[src/rtl/core_preempt_unit.sv]
// core_preempt_unit: executes halt, jump and load/store preempt requests from
// the decoder slots. It owns the data-memory port, the stdin/stdout port at
// 0xFF, the PC redirect and the load write-back.
module core_preempt_unit #(
  parameter int unsigned N_SLOTS = 4
) (
  input  logic                    clk_i,
  input  logic                    rst_ni,
  input  logic [N_SLOTS-1:0]      req_lsu_en_i,
  input  logic [N_SLOTS-1:0]      req_lsu_wen_i,
  input  logic [N_SLOTS-1:0]      req_lsu_kind_i,
  input  logic [N_SLOTS-1:0]      req_jump_en_i,
  input  logic [N_SLOTS-1:0]      req_jump_kind_i,
  input  logic [N_SLOTS-1:0]      req_halt_i,
  input  logic [16*N_SLOTS-1:0]   slot_instr_i,
  input  logic [16*N_SLOTS-1:0]   slot_rd_data_i,
  input  logic [16*N_SLOTS-1:0]   slot_rt_data_i,
  output logic                    busy_o,
  output logic                    pc_wen_o,
  output logic [7:0]              pc_o,
  output logic                    wb_en_o,
  output logic [3:0]              wb_addr_o,
  output logic [15:0]             wb_data_o,
  output logic                    mem_req_o,
  output logic                    mem_we_o,
  output logic [7:0]              mem_addr_o,
  output logic [15:0]             mem_wdata_o,
  input  logic                    mem_gnt_i,
  input  logic                    mem_rvalid_i,
  input  logic [15:0]             mem_rdata_i,
  input  logic                    stdin_valid_i,
  input  logic [15:0]             stdin_data_i,
  output logic                    stdin_ready_o,
  output logic                    stdout_valid_o,
  output logic [15:0]             stdout_data_o,
  input  logic                    stdout_ready_i,
  output logic                    halted_o,
  output logic                    err_o
);

  localparam int unsigned DW = 16;
  localparam int unsigned AW = 8;
  localparam int unsigned RW = 4;
  localparam logic [AW-1:0] IO_ADDR = 8'hFF;

  typedef enum logic [2:0] {
    IDLE     = 3'd0,
    MEM_REQ  = 3'd1,
    MEM_WAIT = 3'd2,
    IO_IN    = 3'd3,
    IO_OUT   = 3'd4,
    WB       = 3'd5,
    HALTED   = 3'd6
  } state_e;

  state_e state_q, state_d;

  logic          busy_q, busy_d;
  logic          pc_wen_q, pc_wen_d;
  logic [AW-1:0] pc_q, pc_d;
  logic          wb_en_q, wb_en_d;
  logic [RW-1:0] wb_addr_q, wb_addr_d;
  logic [DW-1:0] wb_data_q, wb_data_d;
  logic          mem_req_q, mem_req_d;
  logic          mem_we_q, mem_we_d;
  logic [AW-1:0] mem_addr_q, mem_addr_d;
  logic [DW-1:0] mem_wdata_q, mem_wdata_d;
  logic          stdin_ready_q, stdin_ready_d;
  logic          stdout_valid_q, stdout_valid_d;
  logic [DW-1:0] stdout_data_q, stdout_data_d;
  logic          halted_q, halted_d;
  logic          err_q, err_d;
  logic [RW-1:0] rd_q, rd_d;

  logic [N_SLOTS-1:0] slot_active;
  logic               any_active;
  logic               multi_active;
  logic               sel_halt;
  logic               sel_jump;
  logic               sel_jkind;
  logic               sel_wen;
  logic               sel_lkind;
  logic [RW-1:0]      sel_rd;
  logic [AW-1:0]      sel_addr;
  logic [DW-1:0]      sel_rd_data;
  logic [AW-1:0]      sel_rt_lo;
  logic [AW-1:0]      eff_addr;
  logic               unused_bits;

  assign slot_active = req_lsu_en_i | req_jump_en_i | req_halt_i;
  assign any_active  = |slot_active;
  assign eff_addr    = sel_lkind ? sel_addr : sel_rt_lo;

  // Pick the lowest-index active slot and flag when more than one is active
  always_comb begin
    multi_active = 1'b0;
    sel_halt     = 1'b0;
    sel_jump     = 1'b0;
    sel_jkind    = 1'b0;
    sel_wen      = 1'b0;
    sel_lkind    = 1'b0;
    sel_rd       = '0;
    sel_addr     = '0;
    sel_rd_data  = '0;
    sel_rt_lo    = '0;
    for (int k = N_SLOTS - 1; k >= 0; k--) begin
      if (slot_active[k]) begin
        if (|(slot_active & ((N_SLOTS)'(1) << k) - (N_SLOTS)'(1))) multi_active = 1'b1;
        sel_halt    = req_halt_i[k];
        sel_jump    = req_jump_en_i[k];
        sel_jkind   = req_jump_kind_i[k];
        sel_wen     = req_lsu_wen_i[k];
        sel_lkind   = req_lsu_kind_i[k];
        sel_rd      = slot_instr_i[DW*k+8 +: RW];
        sel_addr    = slot_instr_i[DW*k +: AW];
        sel_rd_data = slot_rd_data_i[DW*k +: DW];
        sel_rt_lo   = slot_rt_data_i[DW*k +: AW];
      end
    end
  end

  // Fold instruction opcode bits and upper R[t] bytes that this unit never uses
  always_comb begin
    unused_bits = 1'b0;
    for (int k = 0; k < N_SLOTS; k++) begin
      unused_bits = unused_bits ^ (^{slot_instr_i[DW*k+12 +: 4], slot_rt_data_i[DW*k+8 +: 8]});
    end
  end

  // Next-state and next-output logic; strobes are derived from the next state
  always_comb begin
    state_d       = state_q;
    err_d         = err_q;
    halted_d      = halted_q;
    pc_wen_d      = 1'b0;
    pc_d          = pc_q;
    wb_addr_d     = wb_addr_q;
    wb_data_d     = wb_data_q;
    mem_we_d      = mem_we_q;
    mem_addr_d    = mem_addr_q;
    mem_wdata_d   = mem_wdata_q;
    stdout_data_d = stdout_data_q;
    rd_d          = rd_q;

    unique case (state_q)
      IDLE: begin
        if (any_active) begin
          if (multi_active) err_d = 1'b1;
          if (sel_halt) begin
            state_d  = HALTED;
            halted_d = 1'b1;
          end else if (sel_jump) begin
            pc_wen_d = 1'b1;
            pc_d     = sel_jkind ? sel_addr : sel_rd_data[AW-1:0];
          end else begin
            rd_d = sel_rd;
            if (eff_addr == IO_ADDR) begin
              if (sel_wen) begin
                state_d       = IO_OUT;
                stdout_data_d = sel_rd_data;
              end else begin
                state_d = IO_IN;
              end
            end else begin
              state_d     = MEM_REQ;
              mem_addr_d  = eff_addr;
              mem_we_d    = sel_wen;
              mem_wdata_d = sel_rd_data;
            end
          end
        end
      end
      MEM_REQ: begin
        if (mem_gnt_i) state_d = mem_we_q ? IDLE : MEM_WAIT;
      end
      MEM_WAIT: begin
        if (mem_rvalid_i) begin
          state_d   = WB;
          wb_data_d = mem_rdata_i;
        end
      end
      IO_IN: begin
        if (stdin_valid_i) begin
          state_d   = WB;
          wb_data_d = stdin_data_i;
        end
      end
      IO_OUT: begin
        if (stdout_ready_i) state_d = IDLE;
      end
      WB: begin
        state_d = IDLE;
      end
      HALTED: begin
        state_d = HALTED;
      end
      default: begin
        state_d = IDLE;
      end
    endcase

    if ((state_q != IDLE) && (state_q != HALTED) && any_active) err_d = 1'b1;

    if (state_d == WB) wb_addr_d = rd_q;
    wb_en_d        = (state_d == WB) && (rd_q != '0);
    busy_d         = (state_d != IDLE) && (state_d != HALTED);
    mem_req_d      = (state_d == MEM_REQ);
    stdin_ready_d  = (state_d == IO_IN);
    stdout_valid_d = (state_d == IO_OUT);
  end

  // State and output registers
  always_ff @(posedge clk_i or negedge rst_ni) begin
    if (!rst_ni) begin
      state_q        <= IDLE;
      busy_q         <= 1'b0;
      pc_wen_q       <= 1'b0;
      pc_q           <= '0;
      wb_en_q        <= 1'b0;
      wb_addr_q      <= '0;
      wb_data_q      <= '0;
      mem_req_q      <= 1'b0;
      mem_we_q       <= 1'b0;
      mem_addr_q     <= '0;
      mem_wdata_q    <= '0;
      stdin_ready_q  <= 1'b0;
      stdout_valid_q <= 1'b0;
      stdout_data_q  <= '0;
      halted_q       <= 1'b0;
      err_q          <= 1'b0;
      rd_q           <= '0;
    end else begin
      state_q        <= state_d;
      busy_q         <= busy_d;
      pc_wen_q       <= pc_wen_d;
      pc_q           <= pc_d;
      wb_en_q        <= wb_en_d;
      wb_addr_q      <= wb_addr_d;
      wb_data_q      <= wb_data_d;
      mem_req_q      <= mem_req_d;
      mem_we_q       <= mem_we_d;
      mem_addr_q     <= mem_addr_d;
      mem_wdata_q    <= mem_wdata_d;
      stdin_ready_q  <= stdin_ready_d;
      stdout_valid_q <= stdout_valid_d;
      stdout_data_q  <= stdout_data_d;
      halted_q       <= halted_d;
      err_q          <= err_d;
      rd_q           <= rd_d;
    end
  end

  assign busy_o         = busy_q;
  assign pc_wen_o       = pc_wen_q;
  assign pc_o           = pc_q;
  assign wb_en_o        = wb_en_q;
  assign wb_addr_o      = wb_addr_q;
  assign wb_data_o      = wb_data_q;
  assign mem_req_o      = mem_req_q;
  assign mem_we_o       = mem_we_q;
  assign mem_addr_o     = mem_addr_q;
  assign mem_wdata_o    = mem_wdata_q;
  assign stdin_ready_o  = stdin_ready_q;
  assign stdout_valid_o = stdout_valid_q;
  assign stdout_data_o  = stdout_data_q;
  assign halted_o       = halted_q;
  assign err_o          = err_q;

endmodule

[config.mk]
export PLATFORM = sky130hd
export DESIGN_NAME = core_preempt_unit
export DESIGN_NICKNAME = d
export VERILOG_FILES = /design/src/rtl/core_preempt_unit.sv
export SDC_FILE = /design/constraint.sdc
export NUM_CORES = 1
export LEC_CHECK = 0
export CAP_MARGIN = 20
export CORE_AREA = 3 3 128 130
export DETAILED_ROUTE_END_ITERATION = 8
export DIE_AREA = 0 0 131 133
export DONT_BUFFER_PORTS = 1
export HOLD_SLACK_MARGIN = 0.08
export SLEW_MARGIN = 25
export SYNTH_ARGS = -nofsm -noshare
export SYNTH_HDL_FRONTEND = slang
export SYNTH_SLANG_ARGS = --single-unit
[constraint.sdc]
create_clock -name clk_i -period 5.2 [get_ports clk_i]
set_input_delay 1.04 -clock clk_i [delete_from_list [all_inputs] [get_ports clk_i]]
set_output_delay 1.04 -clock clk_i [all_outputs]
set_load 0.1 [all_outputs]
Word-level counts from Yosys, hierarchy flattened
Cells that the tools add are included.

Register bits after elaboration: 84. Bits of input ports: 254. Output and inout bits: 77. Logic and storage cells: 124.

Equal/unequal tests: 14. Muxes and demuxes: 66. Bitwise logic cells: 5. Reductions and logical operators: 22.

Operators by type and width (count): 16-bit two-way mux (6); 8-bit two-way mux (10); 1-bit two-way mux (34); 16-bit one-hot mux with 2 select lines (1); 3-bit two-way mux (9); 3-bit one-hot mux with 6 select lines (1); 4-bit two-way mux (4); 3-bit equality test (second input constant) (4); 3-bit by 2-bit equality test with 1-bit output (second input constant) (3); 3-bit AND reduction (3); 8-bit equality test (second input constant) (1); 4-bit OR (2); 4-bit AND reduction (2); 2-bit nonzero test (4); 3-bit by 1-bit equality test with 1-bit output (second input constant) (2); 3-bit inequality test (second input constant) (2); 6-bit AND reduction (1); 3-bit nonzero test (2); 5-bit AND reduction (1); 1-bit logical AND (4); 2-bit inequality test (second input constant) (2); 4-bit nonzero test (1); 4-bit OR reduction (1); 3-bit logical NOT (1); 4 further kinds (6).

Longest topological paths before layout
Word-level depth: 15. Mapped depth: 13. Gate-level depth less buffers: 9.

Worst setup path after synthesis
OpenSTA, ideal clock, no wires.

Path type: input to register. Start point: input port req_jump_en_i[0]. End point: register stdout_data_q[4] (netlist: stdout_data_o[4]). Arrival time: 3425 ps. Setup slack: 1650 ps. Stages: 11. Cells stage by stage: or3_1 > clkbuf_1 > a21oi_1 > o22ai_4 > mux2i_1 > nor4_1 > nand2_1 > or3_1 > buf_2 > buf_6 > mux2_4.

Cells in the longest elaborated chain, start to end: 6.

Ends and longest elaborated chain: from (decl) (line 12) `input logic [N_SLOTS-1:0] req_jump_en_i,`; 4-bit OR (2 in a row) (line 90) `assign slot_active = req_lsu_en_i | req_jump_en_i | req_halt_i;`; 8-bit two-way mux / 1-bit two-way mux (equally long branches) (line 107) `if (slot_active[k]) begin`; 8-bit two-way mux (line 92) `assign eff_addr = sel_lkind ? sel_addr : sel_rt_lo;`; 8-bit equality test (line 157) `if (eff_addr == IO_ADDR) begin`; 6-bit AND reduction (no source line); to (signal assigned) (line 246) `stdout_data_q <= stdout_data_d;`; to (decl) (line 70) `logic [DW-1:0] stdout_data_q, stdout_data_d;`.

Several ways; a longest one is shown, not always the timed one. A chain may end at the register's enable or synchronous reset.

Worst setup path in the final report
Start point: input port req_jump_en_i[0]. End point: register stdout_data_q[0] (netlist: stdout_data_o[0]).

The elaborated chain is that of the path after synthesis.

==> flow_summary.toml <==
[run_status]
run_status = "finished clean"

[die]
num_rows = 45
fp.dieH_um = 133
ios = 331
start_util = 0.316
core-area_um2 = 15300
fp.dieW_um = 131
dieArea_um2 = 17400

[placement]
numPortBuffers = 0
dp_slack_ns = 0.505
place_congestion = 0.855
hpwl_um = 12100

[clock_tree]
cts_tree = "yes"
ctsHoldBuffers = 0
cts_sinks = 84
cts_buffers = 9
clock_latency_ns = 0.34
cts-root-buf = "clkbuf_16"
cts_max_path_buffers = 2
clk_pin_slew_worst_paths_ns = 0.06
cts_resized = 0
cts_setup_buffers = 0
cts_max_level = 3

[layout]
antennaDiodeCount = 0
multi_input_area_um2 = 2510
final_net_count = 754
regArea_um2 = 2100
drive_above_1_share = 0.129
layout.filler_cells = 1560
area_growth_pct = 9.25
post-route-util = 0.345

[timing]
setup_viol = 0
tns_ns = 0
max_slew_margin = 0.330
worst_slew_pin_slew_ns = 1.01
holdWs_ns = 0.392
setup_ws_ns = 1.06
fin_crit_sh = 0.796
fin_skew_ns = 0.00397
rsz0062_at_grt = "no"
clock.fmax_ghz = 0.242
hold_viol_final = 0
maxSlewViolCount = 0
fin_crit_ns = 4.14

[pwr]
p_per_area_nw_per_um2 = 721
p_total_mw = 3.79
peakVddDrop_v = 0.000391
power_leakage_nw = 2.26

[global_route]
antenna_found_initial = 0
grt_max_degree = 85
grt_pass1_wl_um = 23800
grt_overflow_total = 0
grt_pass1_vias = 4115
grt.total_usage = 0.180

[route]
via_count = 4184
drt_wl_total_um = 16100
first_iter_violations = 275
wire_per_inst_um = 22.5
vias_per_cell = 5.84
detail_route.first_pass.iterations = 5
route.detailed.drc = 0
ant_nets = 0

[flow_run]
drv_cap = 0

[worst_setup_path]
crit_path_end_kind = "flop"
cp.arrival_ns = 4.36
cp_max_fo = 36
r2r_slack_ns = 2.56
critPathKind = "primary input to flop"
cp-endpoint = "stdout_data_o[0]"
startpoint_type = "primary input"
crit_required_ns = 5.42
crit_start = "req_jump_en_i[0]"
reg2reg_from = "state_q[2]"
reg2reg_to = "stdout_data_o[0]"
r2r_cells = 6

[synthesis]
synth_cell_types = 41
synth_top_area_share = 0.437
postSynthCellCount = 527
synth_top_cell_by_area = "dfrtp_1"
ys_warn_count = 0
syn_nets = 781
syn_avg_cell_area_um2 = 9.14
synth_seq_cells = 84
syn_area_um2 = 4810
ys_seq_area_frac = 0.437
synthTopCellsByArea = "dfrtp_1, o21ai_0, mux2_2"

[min_path]
worstHoldPathType = "primary input to asynchronous set/reset pin"
[worst max-delay path, stage by stage]
cell	delay [ns]
or3_2	0.45
buf_4	0.44
a21oi_1	0.11
o22ai_1	0.30
mux2i_1	0.16
nor4_1	0.36
nand2_1	0.22
or3_2	0.79
mux2_1	0.41
[kinds of logic (layout without fill, tap and decap cells)]
group | Yosys count | after routing | synth area share
muxes | 60 | 60 | 0.137
buffers and inverters | 53 | 31 | 0.0447
xor gates and xnor gates | 2 | 2 | 0.00364
AOI/OAI and AO/OA | 189 | 189 | 0.246
DFF | 84 | 84 | 0.437
and+or+nand+nor | 138 | 138 | 0.130
adders and majority gates | 1 | 1 | 0.00208
[how the worst min path moves through the flow]
| stage | slack [ns] | cells past startpoint | startpoint | to |
|---|---|---|---|---|
| 2_1_floorplan | 0.47 | 2 | rd_q[1] | rd_q[1] |
| 6_report | 0.39 | 0 | rst_ni | err_o |
| 3_5_place_dp | 0.50 | 2 | rd_q[1] | rd_q[1] |
| 4_1_cts | 0.37 | 0 | rst_ni | err_o |
| 5_1_grt | 0.36 | 0 | rst_ni | wb_data_o[3] |
| 3_3_place_gp | 0.50 | 2 | rd_q[0] | rd_q[0] |
[synth_stat cells (all sizes together)]
| master | n |
|---|---|
| dfrtp | 84 |
| o21ai | 78 |
| nand2 | 67 |
| mux2 | 36 |
| a21oi | 34 |
| clkbuf | 32 |
| nor2 | 32 |
| mux2i | 24 |
| nor3 | 17 |
| o31a | 17 |
| buf | 14 |
| o22ai | 14 |
| a221oi | 13 |
| a31oi | 13 |
| a221o | 9 |
| inv | 7 |
| or3 | 6 |
| nor4 | 5 |
| a311oi | 4 |
| nor3b | 3 |
| o21a | 3 |
| and3 | 2 |
| nand3 | 2 |
| o31ai | 2 |
| a21o | 1 |
| and2 | 1 |
| maj3 | 1 |
| nand2b | 1 |
| nand3b | 1 |
| nor2b | 1 |
| o21bai | 1 |
| xnor2 | 1 |
| xor2 | 1 |
[state kept, by name (all words and copies together) (netlist names)]
| signal | cells |
|---|---|
| mem_we_o | 1 |
| mem_req_o | 1 |
| wb_addr_o | 4 |
| stdin_ready_o | 1 |
| rd_q | 4 |
| stdout_valid_o | 1 |
| busy_o | 1 |
| state_q | 3 |
| wb_en_o | 1 |
| mem_wdata_o | 16 |
| pc_wen_o | 1 |
| stdout_data_o | 16 |
| pc_o | 8 |
| halted_o | 1 |
| mem_addr_o | 8 |
| err_o | 1 |
| wb_data_o | 16 |
[metal layers]
metal | vias up | track usage | part of all wire
li1 | 1886 | - | -
met1 | 2010 | 0.216 | 0.38
met2 | 268 | 0.302 | 0.50
met3 | 20 | 0.0686 | 0.11
met4 | 0 | 0.0400 | 0.015
met5 | - | 0 | 0
[layout by cell type, fill, tap and decap left out, drive strengths merged, types with 2 or more instances in the layout]
cell type,n
a21oi,34
a221o,9
a221oi,13
a311oi,4
a31oi,13
and3,2
buf,8
clkbuf,9
clkinv,3
dfrtp,84
inv,9
mux2,36
mux2i,24
nand2,67
nand3,2
nor2,32
nor3,17
nor3b,3
nor4,5
o21a,3
o21ai,78
o22ai,14
o31a,17
o31ai,2
or3,6
[power by group]
group	internal [mW]	switching (mW)	total, mW
sequential	0.854	1.76	2.62
clock	0.375	0.270	0.645
combinational	0.250	0.280	0.529
total	1.48	2.31	3.79
[metrics by stage]
stage,cells,instance area [um^2]
global route,716,5260
global placement,700,4960
floorplan,527,4810
CTS,716,5260
detailed placement,700,4960
finish,716,5260
[area by class of cell]
class,instances,share of cell area
clock buffers,9,0.0428
well taps,211,0.0502
repair buffers,8,0.0114
clock inverters,7,0.0140
multi-input cells,390,0.477
flip-flops and latches,84,0.400
inverters,7,0.00500
Power figures use the tool's default switching activity.
